File: config.mk
export PLATFORM = sky130hd
export DESIGN_NAME = mc_control
export DESIGN_NICKNAME = d
export VERILOG_FILES = /design/src/rtl/mc_pkg.sv /design/src/rtl/mc_ctl_decode.sv /design/src/rtl/mc_control.sv
export SDC_FILE = /design/constraint.sdc
export NUM_CORES = 1
export LEC_CHECK = 0
export CAP_MARGIN = 40
export CELL_PAD_IN_SITES_DETAIL_PLACEMENT = 0
export CELL_PAD_IN_SITES_GLOBAL_PLACEMENT = 1
export CORE_MARGIN = 2
export CORE_UTILIZATION = 37
export CTS_CLUSTER_DIAMETER = 50
export DETAILED_ROUTE_END_ITERATION = 6
export HOLD_SLACK_MARGIN = 0.05
export PLACE_DENSITY = 0.82
export SKIP_LAST_GASP = 1
export SLEW_MARGIN = 20
export SYNTH_ARGS = -nofsm -noshare
export SYNTH_HDL_FRONTEND = slang
export SYNTH_HIERARCHICAL = 1
export SYNTH_SLANG_ARGS = --single-unit
File: constraint.sdc
create_clock -name clk -period 6.2 [get_ports clk]
set_clock_uncertainty 0.15 [all_clocks]
set_input_delay 1.55 -clock clk [delete_from_list [all_inputs] [get_ports clk]]
set_output_delay 1.55 -clock clk [all_outputs]
set_load 0.01 [all_outputs]
File: src/rtl/mc_pkg.sv
// Shared encodings for the multicycle MIPS control unit: opcodes, FSM
// states, datapath mux encodings and the per-cycle control word.
package mc_pkg;

  // Supported opcodes (IR[31:26]); anything else traps.
  localparam logic [5:0] OP_RTYPE = 6'h00;
  localparam logic [5:0] OP_J     = 6'h02;
  localparam logic [5:0] OP_BEQ   = 6'h04;
  localparam logic [5:0] OP_BNE   = 6'h05;
  localparam logic [5:0] OP_ADDI  = 6'h08;
  localparam logic [5:0] OP_LW    = 6'h23;
  localparam logic [5:0] OP_SW    = 6'h2B;

  // State encoding is visible on the debug port, so values are fixed.
  typedef enum logic [3:0] {
    S_FETCH   = 4'd0,
    S_DECODE  = 4'd1,
    S_MEMADR  = 4'd2,
    S_MEMRD   = 4'd3,
    S_MEMWB   = 4'd4,
    S_MEMWR   = 4'd5,
    S_EXEC    = 4'd6,
    S_RWB     = 4'd7,
    S_BRANCH  = 4'd8,
    S_JUMP    = 4'd9,
    S_ADDI_EX = 4'd10,
    S_ADDI_WB = 4'd11,
    S_TRAP    = 4'd12
  } state_t;

  localparam logic [1:0] ALUOP_ADD   = 2'b00;
  localparam logic [1:0] ALUOP_SUB   = 2'b01;
  localparam logic [1:0] ALUOP_FUNCT = 2'b10;

  localparam logic [1:0] ALUSRCB_REGB  = 2'b00;
  localparam logic [1:0] ALUSRCB_FOUR  = 2'b01;
  localparam logic [1:0] ALUSRCB_IMM   = 2'b10;
  localparam logic [1:0] ALUSRCB_IMMSH = 2'b11;

  localparam logic [1:0] PCSRC_ALU    = 2'b00;
  localparam logic [1:0] PCSRC_ALUOUT = 2'b01;
  localparam logic [1:0] PCSRC_JUMP   = 2'b10;

  // Bit positions inside pcwritecond.
  localparam int PWC_BEQ = 0;
  localparam int PWC_BNE = 1;

  // Everything the datapath needs from the controller in one cycle.
  typedef struct packed {
    logic       pcwrite;
    logic [1:0] pcwritecond;
    logic       iord;
    logic       memread;
    logic       memwrite;
    logic       irwrite;
    logic       memtoreg;
    logic       regdst;
    logic       regwrite;
    logic       alusrca;
    logic [1:0] alusrcb;
    logic [1:0] aluop;
    logic [1:0] pcsource;
    logic       illegal;
  } ctrl_t;

  // States in which the controller waits on the memory handshake.
  function automatic logic is_mem_wait(input state_t s);
    return (s == S_FETCH) || (s == S_MEMRD) || (s == S_MEMWR);
  endfunction

endpackage

File: src/rtl/mc_ctl_decode.sv
// Combinational decode of the registered state into the datapath control
// word. Moore outputs, except FETCH's irwrite/pcwrite, which follow mem_ready.
module mc_ctl_decode
  import mc_pkg::*;
(
  input  state_t     state_i,
  input  logic [5:0] opcode_i,
  input  logic       mem_ready_i,
  input  logic       rst_n_i,
  output ctrl_t      ctrl_o
);

  // Per-state control word; write strobes are masked while reset is held.
  always_comb begin
    ctrl_o = '0;
    case (state_i)
      S_FETCH: begin
        ctrl_o.memread  = 1'b1;
        ctrl_o.iord     = 1'b0;
        ctrl_o.alusrca  = 1'b0;
        ctrl_o.alusrcb  = ALUSRCB_FOUR;
        ctrl_o.aluop    = ALUOP_ADD;
        ctrl_o.pcsource = PCSRC_ALU;
        ctrl_o.irwrite  = mem_ready_i;
        ctrl_o.pcwrite  = mem_ready_i;
      end
      S_DECODE: begin
        ctrl_o.alusrca = 1'b0;
        ctrl_o.alusrcb = ALUSRCB_IMMSH;
        ctrl_o.aluop   = ALUOP_ADD;
      end
      S_MEMADR, S_ADDI_EX: begin
        ctrl_o.alusrca = 1'b1;
        ctrl_o.alusrcb = ALUSRCB_IMM;
        ctrl_o.aluop   = ALUOP_ADD;
      end
      S_MEMRD: begin
        ctrl_o.memread = 1'b1;
        ctrl_o.iord    = 1'b1;
      end
      S_MEMWB: begin
        ctrl_o.regwrite = 1'b1;
        ctrl_o.memtoreg = 1'b1;
        ctrl_o.regdst   = 1'b0;
      end
      S_MEMWR: begin
        ctrl_o.memwrite = 1'b1;
        ctrl_o.iord     = 1'b1;
      end
      S_EXEC: begin
        ctrl_o.alusrca = 1'b1;
        ctrl_o.alusrcb = ALUSRCB_REGB;
        ctrl_o.aluop   = ALUOP_FUNCT;
      end
      S_RWB: begin
        ctrl_o.regdst   = 1'b1;
        ctrl_o.regwrite = 1'b1;
      end
      S_BRANCH: begin
        ctrl_o.alusrca  = 1'b1;
        ctrl_o.alusrcb  = ALUSRCB_REGB;
        ctrl_o.aluop    = ALUOP_SUB;
        ctrl_o.pcsource = PCSRC_ALUOUT;
        ctrl_o.pcwritecond[PWC_BEQ] = (opcode_i == OP_BEQ);
        ctrl_o.pcwritecond[PWC_BNE] = (opcode_i == OP_BNE);
      end
      S_JUMP: begin
        ctrl_o.pcwrite  = 1'b1;
        ctrl_o.pcsource = PCSRC_JUMP;
      end
      S_ADDI_WB: begin
        ctrl_o.regdst   = 1'b0;
        ctrl_o.regwrite = 1'b1;
      end
      S_TRAP: begin
        ctrl_o.illegal = 1'b1;
      end
      default: ctrl_o = '0;
    endcase

    if (!rst_n_i) begin
      ctrl_o.pcwrite     = 1'b0;
      ctrl_o.pcwritecond = 2'b00;
      ctrl_o.memread     = 1'b0;
      ctrl_o.memwrite    = 1'b0;
      ctrl_o.irwrite     = 1'b0;
      ctrl_o.regwrite    = 1'b0;
    end
  end

endmodule

File: src/rtl/mc_control.sv
// Multicycle MIPS control FSM: state register, next-state logic, memory
// wait timeout and retired-instruction counter. Output decode lives in
// mc_ctl_decode.
//
// Memory handshake: in FETCH/MEMRD/MEMWR the request (memread/memwrite) is
// held high every cycle until the memory returns mem_ready=1 in the same
// cycle; that cycle completes the access and the FSM advances on the next
// edge. mem_ready is ignored in every other state.
module mc_control
  import mc_pkg::*;
#(
  parameter int MEM_WAIT_MAX = 0,
  parameter int INSTRET_W    = 32
) (
  input  logic                 clk,
  input  logic                 rst_n,
  input  logic [5:0]           opcode,
  input  logic                 mem_ready,
  output logic                 pcwrite,
  output logic [1:0]           pcwritecond,
  output logic                 iord,
  output logic                 memread,
  output logic                 memwrite,
  output logic                 irwrite,
  output logic                 memtoreg,
  output logic                 regdst,
  output logic                 regwrite,
  output logic                 alusrca,
  output logic [1:0]           alusrcb,
  output logic [1:0]           aluop,
  output logic [1:0]           pcsource,
  output logic                 illegal,
  output logic [3:0]           state,
  output logic [INSTRET_W-1:0] instret
);

  localparam int WAIT_W = (MEM_WAIT_MAX > 0) ? $clog2(MEM_WAIT_MAX + 1) : 1;

  state_t                 state_q, state_d;
  logic [WAIT_W-1:0]      wait_q, wait_d;
  logic [INSTRET_W-1:0]   instret_q, instret_d;
  logic                   timeout;
  logic                   retire;
  ctrl_t                  ctrl;

  // Timeout fires on the not-ready cycle that brings the wait count to the limit.
  always_comb begin
    timeout = 1'b0;
    if (MEM_WAIT_MAX > 0) begin
      timeout = is_mem_wait(state_q) && !mem_ready &&
                ((int'(wait_q) + 1) >= MEM_WAIT_MAX);
    end
  end

  // Next-state logic for the instruction sequence.
  always_comb begin
    state_d = state_q;
    case (state_q)
      S_FETCH:  if (mem_ready) state_d = S_DECODE;
      S_DECODE: begin
        case (opcode)
          OP_LW, OP_SW:   state_d = S_MEMADR;
          OP_RTYPE:       state_d = S_EXEC;
          OP_BEQ, OP_BNE: state_d = S_BRANCH;
          OP_J:           state_d = S_JUMP;
          OP_ADDI:        state_d = S_ADDI_EX;
          default:        state_d = S_TRAP;
        endcase
      end
      // opcode is stable from DECODE, so only lw/sw can reach here.
      S_MEMADR: begin
        if (opcode == OP_LW)      state_d = S_MEMRD;
        else if (opcode == OP_SW) state_d = S_MEMWR;
        else                      state_d = S_TRAP;
      end
      S_MEMRD:   if (mem_ready) state_d = S_MEMWB;
      S_MEMWB:   state_d = S_FETCH;
      S_MEMWR:   if (mem_ready) state_d = S_FETCH;
      S_EXEC:    state_d = S_RWB;
      S_RWB:     state_d = S_FETCH;
      S_BRANCH:  state_d = S_FETCH;
      S_JUMP:    state_d = S_FETCH;
      S_ADDI_EX: state_d = S_ADDI_WB;
      S_ADDI_WB: state_d = S_FETCH;
      S_TRAP:    state_d = S_TRAP;
      default:   state_d = S_TRAP;
    endcase
    if (timeout) state_d = S_TRAP;
  end

  // Wait counter and retirement bookkeeping.
  always_comb begin
    wait_d = '0;
    if (is_mem_wait(state_q) && !mem_ready && (state_d == state_q)) begin
      wait_d = wait_q + 1'b1;
    end

    retire = 1'b0;
    case (state_q)
      S_MEMWB, S_RWB, S_BRANCH, S_JUMP, S_ADDI_WB: retire = 1'b1;
      S_MEMWR:                                     retire = mem_ready;
      default:                                     retire = 1'b0;
    endcase
    instret_d = retire ? instret_q + 1'b1 : instret_q;
  end

  // State, wait counter and instret registers with synchronous reset.
  always_ff @(posedge clk) begin
    if (!rst_n) begin
      state_q   <= S_FETCH;
      wait_q    <= '0;
      instret_q <= '0;
    end else begin
      state_q   <= state_d;
      wait_q    <= wait_d;
      instret_q <= instret_d;
    end
  end

  mc_ctl_decode u_decode (
    .state_i     (state_q),
    .opcode_i    (opcode),
    .mem_ready_i (mem_ready),
    .rst_n_i     (rst_n),
    .ctrl_o      (ctrl)
  );

  assign pcwrite     = ctrl.pcwrite;
  assign pcwritecond = ctrl.pcwritecond;
  assign iord        = ctrl.iord;
  assign memread     = ctrl.memread;
  assign memwrite    = ctrl.memwrite;
  assign irwrite     = ctrl.irwrite;
  assign memtoreg    = ctrl.memtoreg;
  assign regdst      = ctrl.regdst;
  assign regwrite    = ctrl.regwrite;
  assign alusrca     = ctrl.alusrca;
  assign alusrcb     = ctrl.alusrcb;
  assign aluop       = ctrl.aluop;
  assign pcsource    = ctrl.pcsource;
  assign illegal     = ctrl.illegal;
  assign state       = state_q;
  assign instret     = instret_q;

endmodule

# [After elaboration in Yosys (flattened, before gate mapping)]
# Cells that the tools add are included.
# W data, S select, Z words.
[word_totals] input_bits=9 output_inout_bits=54 ff_bits=36 word_cells=56
[classes] muxes=22 addsub=1 n_reduce_logical=10 n_eq_ne=21
[ops] operator="$add A32 B1 Y32 const B" n=1
[ops] operator="$pmux W4 S8" n=1
[ops] operator="$pmux W5 S5" n=1
[ops] operator="$eq A4 B4 Y1 const B" n=5
[ops] operator="$mux W4" n=5
[ops] operator="$pmux W4 S5" n=1
[ops] operator="$eq A4 B3 Y1 const B" n=4
[ops] operator="$eq A6 B3 Y1 const B" n=2
[ops] operator="$eq A6 B6 Y1 const B" n=2
[ops] operator="$reduce_or A2 Y1" n=6
[ops] operator="$eq A4 B2 Y1 const B" n=2
[ops] operator="$pmux W2 S2" n=2
[ops] operator="$mux W1" n=7
[ops] operator="$eq A6 B2 Y1 const B" n=1
[ops] operator="$eq A6 B4 Y1 const B" n=1
[ops] operator="$logic_not A6 Y1" n=1
[ops] operator="$mux W3" n=2
[ops] operator="$ne A2 B2 Y1 const B" n=3
[ops] operator="$reduce_or A5 Y1" n=1
[ops] operator="$eq A4 B1 Y1 const B" n=1
[ops] operator="$logic_not A4 Y1" n=1
[ops] operator="$pmux W1 S2" n=2
[ops] operator="$reduce_and A3 Y1" n=1
[ops] operator="$mux W2" n=1

# [Logic depth before layout (Yosys ltp)]
[depth] ltp_word=4 mapped_depth=7 ltp_nobuf=6

# [By module]
# The synthesis kept the hierarchy.
[by_module_without_submodules] mod="mc_control" n_inst=1 area_per_inst_um2=1948.1 cells_per_inst=247
[by_module_without_submodules] mod="mc_ctl_decode" n_inst=1 area_per_inst_um2=265.3 cells_per_inst=40

# [Least setup slack after synthesis]
# Ideal clock, no wire load.
[synth_path] path_type="input to output" from="input mem_ready" to="output pcwrite" t_arrival_ns=2.457 n_path_buf=0 required_ns=4.500 setup_slack_ns=2.043 cell_stages=2 path_cell_list="or3b_2 -> a2111oi_2"
[synth_between] elab_chain_len=2
[synth_lines] item="start: declaration" line="mc_control.sv:18" rtl="input logic mem_ready,"
[synth_lines] item="$pmux W1 S2" line="mc_ctl_decode.sv:16" rtl="case (state_i)"
[synth_lines] item="$mux W3" line="mc_ctl_decode.sv:81" rtl="if (!rst_n_i) begin"
[synth_lines] item="end: declaration" line="mc_control.sv:19" rtl="output logic pcwrite,"
# No other way between the ends.

# [Final worst setup path]
# Same ends and word-level chain as after synthesis.

==> impl_metrics.json <==
{
  "switchingPower_mw": 0.286,
  "clk_pin_slew_worst_paths_ns": 0.08,
  "yosys-top-cells-area": "dfxtp_1 33%, xnor2_1 10%, nor4_1 5.7%",
  "dp_cells": 412,
  "grt_first_pass_wirelength_um": 9610,
  "cts_root_buf": "clkbuf_8",
  "rrSetupSlack_ns": 3.47,
  "cts.path.max_buffers": 2,
  "required_ns": 4.50,
  "crit_path_end": "pcwrite",
  "startpoint_type": "input pin",
  "max-slew-margin-rel_pct": 62.3,
  "antenna_cells": 0,
  "cts-resized-gates": 0,
  "cts_tree": "built",
  "yosysWarningCount": 6,
  "first_global_vias": 2032,
  "fmax_ghz": 0.189,
  "tns_ns": 0,
  "r2r_start": "state[3]",
  "die_area_sq_um": 6620,
  "ys.flop_type": "dfxtp_1",
  "final_cell_area_sq_um": 3030,
  "drt_iter0_markers": 88,
  "ant_nets": 0,
  "internal-power_mw": 0.500,
  "hold_class": "reg -> reg",
  "hold_violations": 0,
  "clock-sinks": 36,
  "avgSynthCellArea_sq_um": 7.71,
  "vias": 2256,
  "synthTopCellsByCount": "36 x dfxtp_1, 33 x nor2_1, 26 x xnor2_1",
  "min_period_ns": 5.30,
  "maxCapViolations": 0,
  "layout.cells.non_filler": 421,
  "grt_setup_unrepaired": "false",
  "ioPinCount": 63,
  "regToRegEndpoint": "instret[26]",
  "netSwitchingFraction_pct": 36.4,
  "hpwl_um": 3970,
  "p_per_area_nw_per_um2": 260,
  "antenna_found_initial": 0,
  "grtUsageTotal_pct": 18.1,
  "drv_slew": 0,
  "p_leak_nw": 0.967,
  "setup_viol": 0,
  "dr.pass1.iters": 4,
  "post-cts-setup-buffer-count": 0,
  "tightest_slew_ns": 0.566,
  "yosysSeqAreaShare_pct": 32.6,
  "rr_worst_depth": 7,
  "synth_cells": 287,
  "endpoint_kind": "primary output",
  "initial_core_util_pct": 37.8,
  "p_comb_share_pct": 43.9,
  "drc_errors": 0,
  "synthArstFlopShare_pct": 0,
  "cp_top_family": "buffers and inverters",
  "crit_path_top_delay_cell": "clkdlybuf4s50_1",
  "io_buffers": 62,
  "synth-seq-cells": 36,
  "clkLatencyLatePin_ns": 0.29,
  "wirelength_um": 5700,
  "syn_nets": 297,
  "crit_arrival_ns": 3.60,
  "yosysTopAreaCellShare_pct": 32.6,
  "crit_type": "in -> out",
  "synth.most_common_cell": "dfxtp_1",
  "critPathMaxFanout": 7,
  "synth_edf_count": 0,
  "viasPerCell": 5.36,
  "cts_buffers": 5,
  "grt_max_degree": 27,
  "cp_slowest_stage_delay_ns": 0.60,
  "chipHeight_um": 81.3,
  "p_clk_share_pct": 22.2,
  "path_buf_inv": 2,
  "synth_cell_types": 50,
  "crit_path_cell_trace": "clkdlybuf4s50_1, or3b_2, a2111oi_2, clkdlybuf4s50_1",
  "critPathLaunch": "mem_ready",
  "h-tree-depth": 2,
  "finalCritPeriodShare_pct": 85.5,
  "gp_congestion": 0.762,
  "ir_drop_mv": 0.139,
  "synth_area_sq_um": 2210,
  "pre_cts_ws_ns": 0.895,
  "cts_hold_buffers": 0,
  "area_delta_synth_final_pct": 36.9,
  "dpl_cell_area_sq_um": 2920,
  "core.rowCount": 28,
  "wire_per_inst_um": 13.5,
  "seqPwrFrac_pct": 33.9,
  "chipWidth_um": 81.3,
  "synth_top_area_cell": "dfxtp_1",
  "outcome": "completed",
  "final_nets": 355,
  "drive_above_1_share_pct": 6.36,
  "cp_common_cell": "clkdlybuf4s50_1",
  "core_area_sq_um": 5850,
  "layout_setup_ws_ns": 0.901,
  "overflow": 0,
  "path_depth": 4
}
-- cell families (layout without fill, tap and decap cells) --
logic type / count (synthesis) / count (layout) / synth area share (%)
AOI/OAI and AO/OA: 36 / 36 / 10.9
xor gates and xnor gates: 30 / 30 / 11.9
adders and majority gates: 1 / 1 / 0.565
buffers and inverters: 29 / 88 / 5.09
DFF: 36 / 36 / 32.6
muxes: 2 / 2 / 0.905
and+or+nand+nor: 153 / 153 / 38.1
-- final cells by class --
cell class                 instances  area, sq um
timing repair buffer              69          703
fill                             564         2820
inverter                          11         41.3
sequential                        36          721
tap                               75         93.8
clock buffer                       8         90.1
multi-input combinational        222         1380
-- state kept, by name, summed over array words and instances (netlist names) --
register / count
state: 4
instret: 32
-- cell usage in the layout (no fill, tap or decap), types with 3 or more instances in the layout --
cell type        count
clkbuf_8             6
clkdlybuf4s50_1     62
buf_4                3
nor2_1              33
a21oi_1             11
nor3_1              15
xnor2_1             26
buf_8                4
nand2b_1             5
and3_1               6
o21ai_0              9
or3_1                3
inv_1               11
nand4_1              7
nand2_1             24
and4_1               4
dfxtp_1             36
nand3_1             13
nor3b_1              3
nor4_1              20
xor2_1               4
-- worst min-delay path by stage --
stage                  end  cells past startpoint        start
6_report       instret[26]                      2  instret[26]
5_1_grt        instret[26]                      2  instret[26]
4_1_cts        instret[26]                      2  instret[26]
3_5_place_dp   instret[26]                      2  instret[26]
3_3_place_gp   instret[26]                      2  instret[26]
2_1_floorplan  instret[26]                      2  instret[26]
-- power by group through the flow --
stage / logic (mW) / registers [mW] / clock network, mW
2_1_floorplan: 0.202 / 0.271 / 0
3_3_place_gp: 0.302 / 0.285 / 0
3_5_place_dp: 0.321 / 0.284 / 0
4_1_cts: 0.323 / 0.279 / 0.179
5_1_grt: 0.381 / 0.269 / 0.189
6_report: 0.345 / 0.266 / 0.174
-- per-layer routing --
| metal | wire length [um] | vias to the layer above | global-route usage [%] | share of wire (%) |
|---|---|---|---|---|
| li1 | - | 1148 | - | - |
| met1 | 2880 | 1044 | 25.7 | 51 |
| met2 | 2410 | 59 | 27.6 | 42 |
| met3 | 358 | 5 | 4.44 | 6.3 |
| met4 | 47 | 0 | 3.90 | 0.82 |
| met5 | 0 | - | 0 | 0 |
-- through the flow --
step	utilization [%]	hold WS (ns)	power (mW)
CTS	51.5	0.355	0.781
detailed placement	50.0	0.341	0.605
global placement	49.2	0.336	0.586
global route	51.8	0.380	0.838
finish	51.8	0.357	0.786
floorplan	-	0.354	0.473
-- worst reg2reg max path: stages, from the launching register on --
cell,delay (ns)
dfxtp_1,0.45
buf_4,0.30
nor2_1,0.14
a2111o_1,0.51
buf_8,0.21
or2_0,0.24
or4_1,0.51
a21oi_1,0.15
No activity file was read; power rests on OpenSTA's default activity.
